`src/rtl/matrixops_feeder.sv`:
```
// Frame buffer in front of matrixops: collects host (x, y, last) pairs and replays each complete
// frame as an unbroken enter/X/Y burst, with a fixed idle gap after every frame.
module matrixops_feeder #(
  parameter int unsigned DEPTH = 16,
  parameter int unsigned GAP   = 1
) (
  input  logic                     clk,
  input  logic                     rst,
  input  logic                     wr_valid,
  output logic                     wr_ready,
  input  logic [1:0]               wr_x,
  input  logic [1:0]               wr_y,
  input  logic                     wr_last,
  output logic                     enter,
  output logic [1:0]               X,
  output logic [1:0]               Y,
  output logic                     busy,
  output logic [$clog2(DEPTH):0]   frames_pending,
  output logic                     err
);

  localparam int unsigned AW = $clog2(DEPTH);
  localparam int unsigned GW = (GAP > 1) ? $clog2(GAP) : 1;

  localparam logic [1:0] StIdle = 2'd0;
  localparam logic [1:0] StSend = 2'd1;
  localparam logic [1:0] StGap  = 2'd2;

  logic [1:0] mem_x    [DEPTH];
  logic [1:0] mem_y    [DEPTH];
  logic       mem_last [DEPTH];

  logic [AW-1:0] wr_ptr_q, rd_ptr_q;
  logic [AW:0]   count_q, count_d;
  logic [AW:0]   fp_q, fp_d;
  logic [1:0]    state_q, state_d;
  logic [GW-1:0] gap_cnt_q, gap_cnt_d;
  logic          enter_q, last_q, busy_q, err_q;
  logic [1:0]    x_q, y_q;

  logic full, start, pop, push, overflow, ready;

  always_comb begin
    full      = (count_q == (AW + 1)'(DEPTH));
    start     = 1'b0;
    pop       = 1'b0;
    state_d   = state_q;
    gap_cnt_d = gap_cnt_q;
    case (state_q)
      StIdle: begin
        if (fp_q != '0) begin
          start   = 1'b1;
          state_d = StSend;
        end
      end
      StSend: begin
        // last_q marks that the entry now on the bus closed the frame
        if (last_q) begin
          state_d   = StGap;
          gap_cnt_d = GW'(GAP - 1);
        end else begin
          pop = 1'b1;
        end
      end
      StGap: begin
        if (gap_cnt_q == '0) begin
          if (fp_q != '0) begin
            start   = 1'b1;
            state_d = StSend;
          end else begin
            state_d = StIdle;
          end
        end else begin
          gap_cnt_d = gap_cnt_q - 1'b1;
        end
      end
      default: state_d = StIdle;
    endcase
    pop = pop | start;

    // Full with no complete frame means a frame cannot fit; entries of a frame still being
    // sent are exempt since they drain on their own.
    overflow = full && (fp_q == '0) && !(state_q == StSend && !last_q);
    ready    = !full || pop;
    push     = wr_valid && ready;

    count_d = count_q;
    if (push && !pop) count_d = count_q + 1'b1;
    else if (pop && !push) count_d = count_q - 1'b1;

    fp_d = fp_q;
    if ((push && wr_last) && !start) fp_d = fp_q + 1'b1;
    else if (start && !(push && wr_last)) fp_d = fp_q - 1'b1;
  end

  always_ff @(posedge clk) begin
    if (push) begin
      mem_x[wr_ptr_q]    <= wr_x;
      mem_y[wr_ptr_q]    <= wr_y;
      mem_last[wr_ptr_q] <= wr_last;
    end
  end

  always_ff @(posedge clk or negedge rst) begin
    if (!rst) begin
      wr_ptr_q  <= '0;
      rd_ptr_q  <= '0;
      count_q   <= '0;
      fp_q      <= '0;
      state_q   <= StIdle;
      gap_cnt_q <= '0;
      enter_q   <= 1'b0;
      last_q    <= 1'b0;
      x_q       <= 2'd0;
      y_q       <= 2'd0;
      busy_q    <= 1'b0;
      err_q     <= 1'b0;
    end else begin
      if (overflow) begin
        wr_ptr_q <= '0;
        rd_ptr_q <= '0;
        count_q  <= '0;
        err_q    <= 1'b1;
      end else begin
        if (push) wr_ptr_q <= wr_ptr_q + 1'b1;
        if (pop)  rd_ptr_q <= rd_ptr_q + 1'b1;
        count_q <= count_d;
      end
      fp_q      <= fp_d;
      state_q   <= state_d;
      gap_cnt_q <= gap_cnt_d;
      enter_q   <= pop;
      x_q       <= pop ? mem_x[rd_ptr_q] : 2'd0;
      y_q       <= pop ? mem_y[rd_ptr_q] : 2'd0;
      last_q    <= pop ? mem_last[rd_ptr_q] : 1'b0;
      busy_q    <= (state_d != StIdle);
    end
  end

  assign wr_ready       = ready;
  assign enter          = enter_q;
  assign X              = x_q;
  assign Y              = y_q;
  assign busy           = busy_q;
  assign frames_pending = fp_q;
  assign err            = err_q;

endmodule

```
`config.mk`:
```
export PLATFORM = sky130hd
export DESIGN_NAME = matrixops_feeder
export DESIGN_NICKNAME = d
export VERILOG_FILES = /design/src/rtl/matrixops_feeder.sv
export SDC_FILE = /design/constraint.sdc
export NUM_CORES = 1
export LEC_CHECK = 0
export BUFFER_PORTS_ARGS = -buffer_cell sky130_fd_sc_hd__buf_2
export CAP_MARGIN = 20
export CORE_UTILIZATION = 61
export DETAILED_ROUTE_END_ITERATION = 16
export MAX_ROUTING_LAYER = met4
export PLACE_DENSITY = 0.82
export SYNTH_ARGS = -nofsm -noshare
export SYNTH_HDL_FRONTEND = slang
export SYNTH_SLANG_ARGS = --single-unit
```
`constraint.sdc`:
```
create_clock -name clk -period 3.9 [get_ports clk]
set_input_delay 0.195 -clock clk [delete_from_list [all_inputs] [get_ports clk]]
set_output_delay 0.195 -clock clk [all_outputs]
set_load 0.005 [all_outputs]
```
==> metrics.csv, run 1 <==
stage,metric,value,unit
timing,whs,196,ps
route,drtAntennaViolNets,0,
route,routed_wl,8.32,mm
hold_path,holdCritStartpoint,wr_x[0],
worst_setup_path,cp-startpoint,state_q[0]$_DFF_PN0_,
clock_network,htree_levels,3,
worst_setup_path,cp.depth,12,
placement,dp.cells,398,
timing,drv_slew,0,
worst_setup_path,cp_top_family,simple AND/OR/NAND/NOR gates,
route,vias,2511,
timing,fin_setup_tns,0,ps
pwr,p_total,3.80,mW
placement,placed_area,4930,sq um
pwr,power_per_cell_area,736,nW/um^2
worst_setup_path,crit_path_max_incr_delay,490,ps
floorplan,fp.dieW,90.4,microns
route,drt_iter0_drc,196,
worst_setup_path,crit_path_end,frames_pending[4]$_DFFE_PN0P_,
worst_setup_path,cp_cell_sequence,"or3b_1, o211a_2, a21boi_1, and2_1, ha_1, inv_1, ha_1, nor2b_1, o21a_1, or3_1, a21oi_1, xor2_1",
synth,ys_seq_elements,108,
timing,worstMarginPinSlew,971,ps
placement,dp_hpwl,5.64,mm
worst_setup_path,cp_max_fo,9,
synth,synth_largest_area_cell,edfxtp_1,
cells_and_area,antenna_cells,0,
cells_and_area,area_delta_synth_final,8.48,%
synth,synth_seq_area_share,65.1,%
pwr,swShare,34.3,%
global_route,grt_pass1_vias,2520,
floorplan,rows,31,
floorplan,die_y,90.4,microns
floorplan,num_io_pins,21,
worst_setup_path,crit_path_end_kind,flop,
synth,yosys_warnings,0,
job,maxCapViolCount,0,
timing,worst_slack,623,ps
pwr,seqPwrFrac,45.1,%
pwr,comb_power_share,35.4,%
synth,ys_types,45,
timing,finalSetupViolCount,0,
worst_setup_path,required,4200,ps
global_route,grt.total_usage,23.2,%
worst_setup_path,slowest_stage,dfrtp_1,
route,avgViaCountPerCell,6.05,
worst_setup_path,startpoint_type,flop,
worst_setup_path,r2r_start,state_q[0]$_DFF_PN0_,
pwr,pwr-share-clk,19.5,%
timing,rsz0062_at_grt,no,
clock_network,cts_post_setup_buffers_inserted,0,
placement,preCtsSetupSlack,656,ps
cells_and_area,drive_gt1_share,19.6,%
cells_and_area,layout.nets,334,
pwr,p_int,2.50,mW
pwr,netSwitchingPower,1.30,mW
floorplan,fp.dieArea,8170,sq um
synth,synth.cell_area,4770,sq um
worst_setup_path,worstSetupPathType,flop to flop,
hold_path,hold_path.class,input port to flop,
synth,syn-num-nets,311,
placement,numPortBuffers,20,
worst_setup_path,path_common_cell,ha_1,
clock_network,clockRootBuffer,clkbuf_8,
timing,skew,9.77,ps
floorplan,start_util,64.3,%
route,drt_first_pass_iters,4,
global_route,grt_pass1_wl,13.5,mm
worst_setup_path,critPathArrivalTime,3580,ps
route,drc,0,
timing,period_needed,3280,ps
clock_network,post_cts_resize_count,0,
clock_network,cts_tree,done,
global_route,antenna_found_initial,0,
timing,max_slew_margin,35.3,%
clock_network,cts_buffers,9,
worst_setup_path,worstRegToRegCells,12,
cells_and_area,fin_area,5170,sq um
worst_setup_path,r2r_end,frames_pending[4]$_DFFE_PN0P_,
synth,syn_inst,288,
clock_network,clock_path_buffers,2,
synth,avgSynthCellArea,16.5,sq um
cells_and_area,final_core_util,69.8,%
synth,synth_top_area_share,50.4,%
timing,max_freq,305,MHz
clock_network,path_clk_slew,110,ps
synth,synth_area_leaders,"edfxtp_1 50%, dfrtp_1 15%, mux4_1 7.7%, mux4_2 5.2%, ha_1 3.4%",
pwr,ir_worst_vdd,311,uV
pwr,p_leak,1.94,nW
worst_setup_path,rrSetupSlack,620,ps
timing,hold_violations,0,
floorplan,coreArea,7410,sq um
global_route,overflow,0,
outcome,status,completed,
clock_network,clock_sinks,108,
cells_and_area,stdcell_count,415,
route,wl_per_cell,20.1,microns
placement,gp_congestion,0.848,
timing,layout_worst_path_cycle_share,84.0,%
global_route,grt_max_degree,29,
clock_network,clk_latency,370,ps
worst_setup_path,critPathBufInv,1,
[placed cells by master, fill, tap and decap left out, types with 5 or more instances in the layout]
cell type	n
and2_1	10
a21oi_1	8
nor2_1	13
inv_1	11
buf_2	20
dfrtp_1	28
nand2_1	17
clkbuf_8	9
nor4_1	5
mux4_2	11
ha_1	13
buf_4	6
xor2_1	5
nand3_1	6
edfxtp_1	80
and3_1	6
mux4_1	14
o21ai_0	7
[cells by family after synthesis]
logic type	after synthesis	share of synthesized area, %
flops	108	65.1
simple gates	68	7.48
mux	31	14.5
compound gates	30	4.04
buf+inv	28	3.15
fa+ha+maj	15	4.25
xor+xnor	8	1.47
[power by group through the flow]
stage               clock network, mW  logic (mW)  registers, mW
finish                          0.740        1.35           1.72
global route                    0.797        1.49           1.75
CTS                             0.754        1.35           1.72
detailed placement                  0        1.34           1.74
global placement                    0        1.30           1.72
floorplan                           0        1.18           1.59
[per-layer routing]
layer  vias up  routed length (microns)  track usage [%]  part of all wire [%]
met5         -                        0                -                     0
met4         0                      228             11.2                   2.7
met3        20                      485             3.03                   5.8
met2        86                     4160             35.4                    50
met1      1249                     3450             31.4                    41
li1       1156                        -                -                     -
[flip-flops by register name, indices dropped and copies added, names as in the netlist]
register / count
frames_pending: 5
err: 1
X: 2
busy: 1
wr_ptr_q: 4
rd_ptr_q: 4
state_q: 2
last_q: 1
count_q: 5
mem_last: 16
mem_y: 32
Y: 2
enter: 1
mem_x: 32
[how the worst min path moves through the flow]
stage               cells past startpoint                             to  slack, ps
global route                            1          mem_x[8][0]$_DFFE_PP_        190
floorplan                               0                 X[0]$_DFF_PN0_       -100
finish                                  1         mem_x[11][0]$_DFFE_PP_        200
detailed placement                      1  frames_pending[1]$_DFFE_PN0P_        260
CTS                                     1         mem_x[11][0]$_DFFE_PP_        180
global placement                        1  frames_pending[1]$_DFFE_PN0P_        240
[repair_timing]
| item | 4_1_cts | 5_1_grt |
|---|---|---|
| hold buffers | 1 | 0 |
| endpoints found under the hold margin | 28 | 0 |
| endpoints found under the setup margin | 0 | 0 |
[synth_stat cells, drive strengths merged]
cell,n
a21boi,1
a21o,2
a21oi,8
and2,10
and3,6
buf,11
clkbuf,4
dfrtp,28
edfxtp,80
fa,2
ha,13
inv,13
mux2,3
mux2i,3
mux4,25
nand2,17
nand2b,2
nand3,6
nand4,1
nor2,14
nor2b,1
nor3,1
nor3b,1
nor4,5
o211a,2
o211ai,2
o21a,1
o21ai,10
o22ai,1
o31a,1
o31ai,2
or3,1
or3b,1
or4,2
xnor2,3
xor2,5
[area by class of cell]
class,count,area (sq um)
clock inverters,7,103
clock buffers,9,124
well taps,99,124
repair buffers,27,155
multi-input cells,152,1510
fillers,468,2240
inverters,13,48.8
flip-flops and latches,108,3100
No activity file was read; power rests on OpenSTA's default activity.
==> run 2: changes to the inputs <==
==> constraint.sdc (replaced) <==
create_clock -name clk -period 3.05 [get_ports clk]
set_input_delay 0.1525 -clock clk [delete_from_list [all_inputs] [get_ports clk]]
set_output_delay 0.1525 -clock clk [all_outputs]
set_load 0.005 [all_outputs]
==> metrics.csv, run 2 (synthesis gave the netlist of run 1 again) <==
stage,metric,value,unit,change
global_route,grt_max_degree,29,,unchanged
pwr,p_int,3.31,mW,+33%
floorplan,die_y,90.4,microns,unchanged
route,drtAntennaViolNets,0,,unchanged
route,drc,0,,unchanged
floorplan,start_util,64.3,%,unchanged
pwr,comb_power_share,37.8,%,+2.4 points
worst_setup_path,critPathArrivalTime,3250,ps,-330 ps
timing,drv_slew,0,,unchanged
outcome,status,completed,,
route,wl_per_cell,20.5,microns,+2.2%
global_route,grt_pass1_wl,13.8,mm,+1.9%
clock_network,clockRootBuffer,clkbuf_8,,
clock_network,cts_buffers,9,,unchanged
clock_network,clock_sinks,108,,unchanged
pwr,p_leak,1.98,nW,+1.7%
cells_and_area,final_common_cell,edfxtp_1,,
timing,hold_violations,0,,unchanged
cells_and_area,final_cell_mix,"80 x edfxtp_1, 28 x dfrtp_1, 20 x buf_2",,
placement,gp_congestion,0.833,,-1.7%
timing,fin_setup_tns,0,ps,unchanged
route,drt_first_pass_iters,4,,unchanged
timing,skew,12.8,ps,+3.02 ps
global_route,top_usage_layer,met2,,
global_route,overflow,0,,unchanged
pwr,power_per_cell_area,952,nW/um^2,+29%
cells_and_area,layout.nets,340,,+1.8%
floorplan,num_io_pins,21,,unchanged
timing,layout_worst_path_cycle_share,97.0,%,+13 points
placement,preCtsSetupSlack,83.4,ps,-573 ps
route,avgViaCountPerCell,6.06,,+0.15%
pwr,seqPwrFrac,42.2,%,-2.9 points
floorplan,rows,31,,unchanged
cells_and_area,top_regs,"mem_x x32, mem_y x32, mem_last x16",,
floorplan,fp.dieArea,8170,sq um,unchanged
pwr,swShare,33.5,%,-0.75 points
cells_and_area,area_delta_synth_final,9.85,%,
timing,rsz0062_at_grt,no,,
cells_and_area,fillers,454,,-3.0%
cells_and_area,drive_gt1_share,22.0,%,+2.4 points
timing,max_freq,338,MHz,+11%
timing,period_needed,2960,ps,-318 ps
hold_path,hold_path.class,input port to flop,,
pwr,netSwitchingPower,1.67,mW,+28%
worst_setup_path,cp_max_fo,5,,-4
global_route,use_met1,32.2,%,+0.73 points
timing,worst_slack,90.7,ps,-532 ps
timing,whs,162,ps,-33.7 ps
floorplan,coreArea,7410,sq um,unchanged
clock_network,cts_tree,done,,
global_route,met2_usage,37.9,%,+2.5 points
global_route,met3_usage,3.28,%,+0.25 points
global_route,grt_pass1_vias,2531,,+0.44%
timing,worstMarginPinSlew,646,ps,-324 ps
clock_network,clk_latency,370,ps,about the same
timing,max_slew_margin,56.9,%,+22 points
cells_and_area,final_core_util,70.7,%,+0.88 points
job,maxCapViolCount,0,,unchanged
cells_and_area,fin_area,5240,sq um,+1.3%
placement,numPortBuffers,20,,unchanged
placement,placed_area,4980,sq um,+0.91%
global_route,antenna_found_initial,0,,unchanged
route,vias,2551,,+1.6%
cells_and_area,antenna_cells,0,,unchanged
pwr,ir_worst_vdd,337,uV,+8.5%
clock_network,htree_levels,3,,unchanged
floorplan,fp.dieW,90.4,microns,unchanged
global_route,grt.total_usage,23.8,%,+0.60 points
placement,dp_hpwl,5.96,mm,+5.6%
worst_setup_path,startpoint_type,flop,,
route,routed_wl,8.63,mm,+3.6%
worst_setup_path,crit_path_end_kind,flop,,
clock_network,clock_path_buffers,2,,unchanged
route,drt_iter0_drc,180,,-8.2%
worst_setup_path,worstSetupPathType,flop to flop,,
timing,finalSetupViolCount,0,,unchanged
pwr,pwr-share-clk,20.0,%,+0.5 points
worst_setup_path,required,3340,ps,-860 ps
clock_network,path_clk_slew,110,ps,about the same
## run 2: timing repair
| item | 4_1_cts | 5_1_grt |
|---|---|---|
| setup endpoints to repair | 0 | 1 |
| buffers inserted | 0 | 0 |
| hold buffers | 1 | 0 |
| resized for setup | 0 | 4 |
| endpoints found under the hold margin | 28 | 0 |
## run 2: critical path, stage by stage, from the launching register on
cell and delay, ps:
dfrtp_1 430, or3b_4 420, o211a_2 130, a21boi_1 150
and2_1 150, ha_2 210, inv_1 90, ha_1 320
nor2b_1 150, o21a_1 180, or3_1 330, a21oi_2 160
xor2_1 180
## run 2: final cells by class
| cell class | instances | area, sq um | share of cell area [%] |
|---|---|---|---|
| Timing Repair Buffer | 33 | 200 | 3.82 |
| Clock inverter | 7 | 114 | 2.17 |
| Multi-Input combinational cell | 152 | 1520 | 29.1 |
| Clock buffer | 9 | 124 | 2.37 |
| Sequential cell | 108 | 3100 | 59.3 |
| Inverter | 13 | 48.8 | 0.932 |
| Tap cell | 99 | 124 | 2.37 |
## run 2: routing by layer
metal	vias to the layer above	part of all wire [%]
met5	-	0
met4	0	1.4
met3	12	4.7
met2	83	51
met1	1293	42
li1	1163	-
## run 2: final timing paths
path	startpoint	cells past startpoint	slack, ps	endpoint
worst max-delay path	state_q[1]$_DFF_PN0_	12	90	frames_pending[4]$_DFFE_PN0P_
worst min-delay path	wr_x[1]	1	160	mem_x[13][1]$_DFFE_PP_
worst max register to register	state_q[1]$_DFF_PN0_	12	90	frames_pending[4]$_DFFE_PN0P_
worst min register to register	err$_DFFE_PN0P_	1	470	err$_DFFE_PN0P_
max in group asynchronous	rst	2	2290	X[1]$_DFF_PN0_
min in group asynchronous	rst	2	330	enter$_DFF_PN0_
## run 2: power groups by stage
stage	Sequential, mW	Clock [mW]	Combinational (mW)
floorplan	2.03	0	1.50
CTS	2.10	1.01	1.87
detailed placement	2.14	0	1.84
global route	2.14	1.05	2.08
finish	2.10	0.997	1.88
global placement	2.11	0	1.77
## run 2: stage by stage
step,instances,power (mW)
global placement,404,3.88
floorplan,288,3.54
detailed placement,404,3.98
finish,421,4.98
CTS,421,4.98
global route,421,5.27
==> run 3: changes to the inputs <==
--- a/config.mk
+++ b/config.mk
@@ -11,6 +11,7 @@
 export DETAILED_ROUTE_END_ITERATION = 16
 export MAX_ROUTING_LAYER = met4
 export PLACE_DENSITY = 0.82
+export SETUP_SLACK_MARGIN = 0.5
 export SYNTH_ARGS = -nofsm -noshare
 export SYNTH_HDL_FRONTEND = slang
 export SYNTH_SLANG_ARGS = --single-unit
==> metrics.csv, run 3 (synthesis gave the netlist of run 1 again) <==
stage,metric,value,unit,change
hold_path,hold_path_depth,1,,unchanged
worst_setup_path,critPathArrivalTime,3010,ps,-240 ps
timing,max_slew_margin,58.5,%,+1.6 points
global_route,grt_max_degree,29,,unchanged
pwr,p_leak,1.98,nW,+0.47%
timing,skew,10.6,ps,-2.17 ps
placement,numPortBuffers,20,,unchanged
global_route,grt_pass1_vias,2691,,+6.3%
clock_network,cts_buffers,9,,unchanged
cells_and_area,stdcell_count,423,,+0.48%
clock_network,cts_tree,done,,
hold_path,hold_end,mem_y[4][0]$_DFFE_PP_,,
worst_setup_path,startpoint_type,flop,,
placement,gp_congestion,0.808,,-3.1%
pwr,power_per_cell_area,947,nW/um^2,-0.46%
timing,worstMarginPinSlew,623,ps,-23.5 ps
outcome,status,completed,,
timing,hold_violations,0,,unchanged
route,drc,0,,unchanged
clock_network,clk_latency,370,ps,about the same
route,drt_iter0_drc,159,,-12%
cells_and_area,antenna_cells,0,,unchanged
floorplan,fp.dieArea,8170,sq um,unchanged
job,maxCapViolCount,0,,unchanged
worst_setup_path,worstSetupPathType,flop to flop,,
worst_setup_path,required,3350,ps,about the same
clock_network,clock_path_buffers,2,,unchanged
route,wl_per_cell,20.5,microns,-0.20%
placement,dp.cells,401,,-0.74%
worst_setup_path,r2r_end,frames_pending[4]$_DFFE_PN0P_,,
worst_setup_path,r2r_start,last_q$_DFF_PN0_,,
timing,finalSetupViolCount,0,,unchanged
hold_path,hold_path.class,input port to flop,,
floorplan,start_util,64.3,%,unchanged
floorplan,coreArea,7410,sq um,unchanged
placement,dp_hpwl,5.80,mm,-2.7%
clock_network,htree_levels,3,,unchanged
worst_setup_path,cp_max_fo,4,,-1
timing,period_needed,2710,ps,-251 ps
cells_and_area,area_delta_synth_final,11.2,%,
route,avgViaCountPerCell,6.12,,+0.93%
floorplan,fp.dieW,90.4,microns,unchanged
cells_and_area,fillers,453,,-0.22%
worst_setup_path,rrSetupSlack,340,ps,+250 ps
global_route,grt.total_usage,24.1,%,+0.36 points
global_route,antenna_found_initial,0,,unchanged
route,drt_first_pass_iters,5,,+1
clock_network,clockRootBuffer,clkbuf_8,,
worst_setup_path,worstRegToRegCells,12,,unchanged
pwr,ir_worst_vdd,383,uV,+14%
cells_and_area,top_regs,"mem_x x32, mem_y x32, mem_last x16",,
cells_and_area,drive_gt1_share,26.5,%,+4.5 points
route,vias,2587,,+1.4%
timing,max_freq,369,MHz,+9.3%
global_route,grt_pass1_wl,14.1,mm,+2.5%
route,routed_wl,8.65,mm,+0.28%
timing,rsz0062_at_grt,yes,,
cells_and_area,final_common_cell,edfxtp_1,,
timing,drv_slew,0,,unchanged
route,drtAntennaViolNets,0,,unchanged
cells_and_area,final_cell_mix,"80 x edfxtp_1, 26 x dfrtp_1, 20 x buf_2",,
timing,fin_setup_tns,0,ps,unchanged
floorplan,num_io_pins,21,,unchanged
clock_network,path_clk_slew,100,ps,about the same
clock_network,clock_sinks,108,,unchanged
floorplan,rows,31,,unchanged
timing,layout_worst_path_cycle_share,88.8,%,-8.2 points
worst_setup_path,crit_path_end_kind,flop,,
global_route,overflow,0,,unchanged
cells_and_area,layout.nets,343,,+0.88%
floorplan,die_y,90.4,microns,unchanged
hold_path,holdCritStartpoint,wr_y[0],,
run 3: repair_timing:
action	4_1_cts	5_1_grt
hold endpoints to repair	28	0
hold buffers	1	0
pin swaps	4	2
endpoints found under the setup margin	4	24
gates resized for setup	9	6
buffers inserted	5	1
run 3: cell type report:
cell class	instances	area, sq um	share of cell area [%]
Multi-Input combinational cell	152	1600	30.1
Sequential cell	108	3110	58.6
Clock inverter	6	65.1	1.23
Tap cell	99	124	2.34
Clock buffer	9	124	2.34
Inverter	13	48.8	0.921
Timing Repair Buffer	36	235	4.44
run 3: layer usage:
layer | GRT usage (%) | vias up | wire (microns)
met5 | - | - | 0
met4 | 9.41 | 0 | 227
met3 | 4.12 | 30 | 432
met2 | 38.7 | 100 | 4310
met1 | 31.3 | 1289 | 3680
li1 | - | 1168 | -
run 3: worst max-delay path by stage:
stage                                              from                       endpoint  slack, ps  cells after the start
after floorplan                    state_q[0]$_DFF_PN0_  frames_pending[4]$_DFFE_PN0P_        340                     13
after global placement    frames_pending[1]$_DFFE_PN0P_  frames_pending[4]$_DFFE_PN0P_        340                     12
after detailed placement  frames_pending[0]$_DFFE_PN0P_  frames_pending[4]$_DFFE_PN0P_        220                     12
after CTS                              last_q$_DFF_PN0_  frames_pending[4]$_DFFE_PN0P_        370                     12
after global routing                   last_q$_DFF_PN0_  frames_pending[4]$_DFFE_PN0P_        230                     12
final                                  last_q$_DFF_PN0_  frames_pending[4]$_DFFE_PN0P_        340                     12
run 3: report_power, final:
part | switching, mW | internal, mW | leakage (nW)
combinational | 0.979 | 1.07 | 0.830
sequential | 0.265 | 1.86 | 1.06
clock | 0.468 | 0.377 | 0.0971
run 3: metrics by stage:
step / setup slack, ps / total power [mW] / hold WS (ps) / utilization, % / instance area (sq um)
6_report: 342 / 5.02 / 159 / 71.5 / 5300
5_1_grt: 234 / 5.32 / 163 / 71.5 / 5300
4_1_cts: 370 / 5.00 / 153 / 71.3 / 5280
3_5_place_dp: 223 / 4.05 / 210 / 67.5 / 5000
3_3_place_gp: 337 / 3.94 / 198 / 67.5 / 5000
2_1_floorplan: 339 / 3.59 / -143 / - / 4800
run 3: worst max-delay path, stage by stage (launching register included):
cell and delay [ps]:
dfrtp_1 400, or3b_4 410, o211a_4 160, a21boi_2 150
and2_4 160, ha_4 140, inv_2 60, ha_4 220
nor2b_1 130, o21a_1 180, or3_1 320, a21oi_2 150
xor2_1 150
